==> src/rtl/pipe_skid_buffer.sv <==
// pipe_skid_buffer: 2-entry elastic stage with valid/ready on both sides.
// Holds up to two words (main + skid) so the upstream ready can be a pure
// register output, breaking the combinational ready chain between stages.
module pipe_skid_buffer #(
  parameter int WIDTH = 28
) (
  input  logic             clk,
  input  logic             rst,
  input  logic             s_valid,
  output logic             s_ready,
  input  logic [WIDTH-1:0] s_data,
  output logic             m_valid,
  input  logic             m_ready,
  output logic [WIDTH-1:0] m_data,
  output logic [1:0]       count
);

  typedef enum logic [1:0] {
    EMPTY = 2'd0,
    BUSY  = 2'd1,
    FULL  = 2'd2
  } state_e;

  state_e           state_q, state_d;
  logic [WIDTH-1:0] main_q, main_d;
  logic [WIDTH-1:0] skid_q, skid_d;
  logic             s_ready_q;
  logic             m_valid_q;
  logic [1:0]       count_q, count_d;

  logic in_xfer;
  logic out_xfer;

  // Handshakes use only registered ready/valid, so neither side sees a
  // combinational path through this block.
  assign in_xfer  = s_valid & s_ready_q;
  assign out_xfer = m_valid_q & m_ready;

  // Next-state and storage update; skid always holds the newer word.
  always_comb begin
    state_d = state_q;
    main_d  = main_q;
    skid_d  = skid_q;
    unique case (state_q)
      EMPTY: begin
        if (in_xfer) begin
          main_d  = s_data;
          state_d = BUSY;
        end
      end
      BUSY: begin
        unique case ({in_xfer, out_xfer})
          2'b11: main_d = s_data;
          2'b10: begin
            skid_d  = s_data;
            state_d = FULL;
          end
          2'b01: state_d = EMPTY;
          default: ;
        endcase
      end
      FULL: begin
        if (out_xfer) begin
          main_d  = skid_q;
          state_d = BUSY;
        end
      end
      default: state_d = EMPTY;
    endcase
  end

  // Occupancy of the next state, registered alongside it.
  always_comb begin
    count_d = 2'd0;
    unique case (state_d)
      BUSY:    count_d = 2'd1;
      FULL:    count_d = 2'd2;
      default: count_d = 2'd0;
    endcase
  end

  // State, storage and registered flags; reset clears everything and holds
  // s_ready low until the first clock after reset is released.
  always_ff @(posedge clk) begin
    if (rst) begin
      state_q   <= EMPTY;
      main_q    <= '0;
      skid_q    <= '0;
      s_ready_q <= 1'b0;
      m_valid_q <= 1'b0;
      count_q   <= 2'd0;
    end else begin
      state_q   <= state_d;
      main_q    <= main_d;
      skid_q    <= skid_d;
      s_ready_q <= (state_d != FULL);
      m_valid_q <= (state_d != EMPTY);
      count_q   <= count_d;
    end
  end

  assign s_ready = s_ready_q;
  assign m_valid = m_valid_q;
  assign m_data  = main_q;
  assign count   = count_q;

endmodule

==> config.mk <==
export PLATFORM = sky130hd
export DESIGN_NAME = pipe_skid_buffer
export DESIGN_NICKNAME = d
export VERILOG_FILES = /design/src/rtl/pipe_skid_buffer.sv
export SDC_FILE = /design/constraint.sdc
export NUM_CORES = 1
export LEC_CHECK = 0
export ABC_AREA = 1
export CAP_MARGIN = 5
export CORE_MARGIN = 2
export CORE_UTILIZATION = 40
export DETAILED_ROUTE_END_ITERATION = 10
export GPL_TIMING_DRIVEN = 0
export PLACE_DENSITY_LB_ADDON = 0.1
export SKIP_CTS_REPAIR_TIMING = 1
export SLEW_MARGIN = 10
export SYNTH_ARGS = -nofsm -noshare
export SYNTH_HDL_FRONTEND = slang
export SYNTH_SLANG_ARGS = --single-unit
export TNS_END_PERCENT = 30
==> constraint.sdc <==
create_clock -name clk -period 2.2 [get_ports clk]
set_input_delay 0.55 -clock clk [delete_from_list [all_inputs] [get_ports clk]]
set_output_delay 0.55 -clock clk [all_outputs]
set_load 0.05 [all_outputs]
==> metrics.txt, run 1 <==
fin util 0.555; Area Growth Syn to Fin 34.4%; Power Dens Cells between 700 and 800 nW/um^2; Post-Synthesis Cells ~430; Post-Syn Area 2810 sq um; status completed; routed wire length per instance around 12 um; clock share of power 0.364; Hold WS 0.459 ns; via count 2761; fin. max-slew vios 0; synth unique cells 17; num ports 64; Pleak 1.72 nW; crit end category output port; layout cell share with drive strength beyond 1 0.0754; Power Total approximately 3 mW; placer congestion estimate 0.738; Fillers between 700 and 800; RSZ-0062 raised after global routing no; Final ANT Viol Nets 0; CP max stage delay around 0.8 ns; full die area around 7700 sq um; Final setup viols 0; Crit path buffers/inverters 1; Total Nets Final around 530; FP Rows 30; GRT Overall Usage 0.195; max-cap violation count 0; switching pwr 0.900 mW; CTS H-Tree Depth 3; Mapped Nets roughly 460; TritonCTS Sinks 62; Core Area just under 7000 sq um; #FFs+latches synth between 60 and 70; n_diodes 0; sw frac 0.300; yosys warns 0; Root Buffer clkbuf_8; chip width 87.8 um; Critical Path RT around 1.7 ns; vias in the first global route between 2000 and 3000; Worst-Skew Late Latency 0.33 ns; largest net degree at the start of global routing 11; Seq/Total Area, Yosys 0.442; Worst setup SP type flop; syn_area_per_cell 6.60 sq um; critical path class reg2out; clock slew at reported path FFs 0.07 ns; post-DP HPWL ~4900 um; drt initial violations around 170; crit path DAT 1.47 ns; worst relative slew slack 0.612; Max clock buf depth 2; GR Overflow Total 0; Logic pwr share 0.227; port bufs 63; vias per inst 4.60; worst min path class reg2reg; routed wire length 6960 um; Max VDD drop 0.403 mV; CTS tree built; Top delay family on crit path buffers and inverters; P_int roughly 2.1 mW; crit path cell chain clkdlybuf4s50_1; total negative setup slack 0 ns; Seq pwr share 0.409; first-pass GRT wire length around 12000 um; Final Critical Period between 2 and 2.5 ns; drt first pass iters 4; Worst-Margin Slew 0.582 ns; slowest CP cell clkdlybuf4s50_1; CTS Buf Count 9; fin crit share 0.920; DIE HEIGHT 87.8 um; Initial Utilization 0.413; Crit Path Max Fanout 2; Max Freq 494 MHz; count of final hold-check violations 0; number of remaining DRC errors 0; initial antenna violation count 0; Max Clock Skew 0.00629 ns
[cell families (layout without fill, tap and decap cells)]
kind of cell | Yosys count | in the layout | synth area share
and+or+nand+nor | 269 | 269 | 0.390
buffers and inverters | 65 | 144 | 0.115
DFF | 62 | 62 | 0.442
AOI/OAI and AO/OA | 29 | 29 | 0.0531
[worst paths after layout]
| kind | slack, ns | from | cells past startpoint | endpoint |
|---|---|---|---|---|
| setup / recovery | 0.18 | m_data[20] | 1 | m_data[20] |
| hold / removal | 0.46 | skid_q[9] | 2 | skid_q[9] |
| setup reg to reg | 0.79 | m_valid | 6 | m_valid |
| hold reg to reg | 0.46 | skid_q[9] | 2 | skid_q[9] |
[per-stage QoR]
stage          setup slack (ns)  area [sq um]  std cells
3_3_place_gp              0.109          3560        584
4_1_cts                   0.149          3770        600
6_report                  0.177          3770        600
5_1_grt                  0.0983          3770        600
2_1_floorplan             0.675          2810        425
3_5_place_dp              0.132          3560        584
[per-layer routing]
metal,track usage,share of wire,up-vias
met5,0,0,-
met4,0.0755,0.013,0
met3,0.0386,0.053,8
met2,0.305,0.45,76
met1,0.266,0.49,1224
li1,-,-,1453
[power groups by stage]
| stage | combinational [mW] | sequential (mW) | clock (mW) |
|---|---|---|---|
| 6_report | 0.682 | 1.23 | 1.09 |
| 5_1_grt | 0.745 | 1.24 | 1.17 |
| 4_1_cts | 0.689 | 1.23 | 1.12 |
| 3_5_place_dp | 0.685 | 1.25 | 0 |
| 3_3_place_gp | 0.682 | 1.25 | 0 |
| 2_1_floorplan | 0.243 | 1.45 | 0 |
[Yosys cell counts]
cell	number	area (sq um)
buf_4	4	30.0
buf_1	1	3.75
nand2_1	151	567
buf_6	7	78.8
dfxtp_1	62	1240
nand3_1	57	285
a21oi_1	28	140
inv_2	1	3.75
buf_2	8	40.0
nand2_2	1	6.26
clkbuf_1	10	37.5
nand4_1	1	6.26
nand3_2	1	10.0
o21ai_2	1	8.76
nor2_2	1	6.26
nor2_1	57	214
inv_1	34	128
[area by class of cell]
type                       count  area, sq um  area share
multi-input combinational    298         1240       0.330
timing repair buffer          63          631       0.167
clock inverter                 4         70.1      0.0186
clock buffer                  12          145      0.0385
inverter                      35          131      0.0348
tap                           96          120      0.0318
sequential                    62         1240       0.329
buffer                        30          190      0.0504
[sequential cells by signal, indices dropped and copies added, names as in the netlist]
register / cells
m_data: 28
m_valid: 1
skid_q: 28
s_ready: 1
count: 2
state_q: 2
[layout by cell type, fill, tap and decap left out, types with 2 or more instances in the layout]
master / synthesis / final
clkdlybuf4s50_1: 0 / 63
clkinv_2: 0 / 2
inv_1: 34 / 34
nor2_1: 57 / 57
nand3_1: 57 / 57
clkbuf_1: 10 / 12
buf_2: 8 / 8
nand2_1: 151 / 151
clkbuf_8: 0 / 10
bufinv_16: 0 / 2
dfxtp_1: 62 / 62
buf_4: 4 / 4
a21oi_1: 28 / 28
buf_6: 7 / 7
(Power assumes the default switching activity.)
==> run 2, diff against run 1 <==
--- a/config.mk
+++ b/config.mk
@@ -13,6 +13,7 @@
 export GPL_TIMING_DRIVEN = 0
 export PLACE_DENSITY_LB_ADDON = 0.1
 export SKIP_CTS_REPAIR_TIMING = 1
+export SKIP_LAST_GASP = 1
 export SLEW_MARGIN = 10
 export SYNTH_ARGS = -nofsm -noshare
 export SYNTH_HDL_FRONTEND = slang
==> results of run 2 <==
No change in the layout: final DEF, timing and power equal those of run 1.
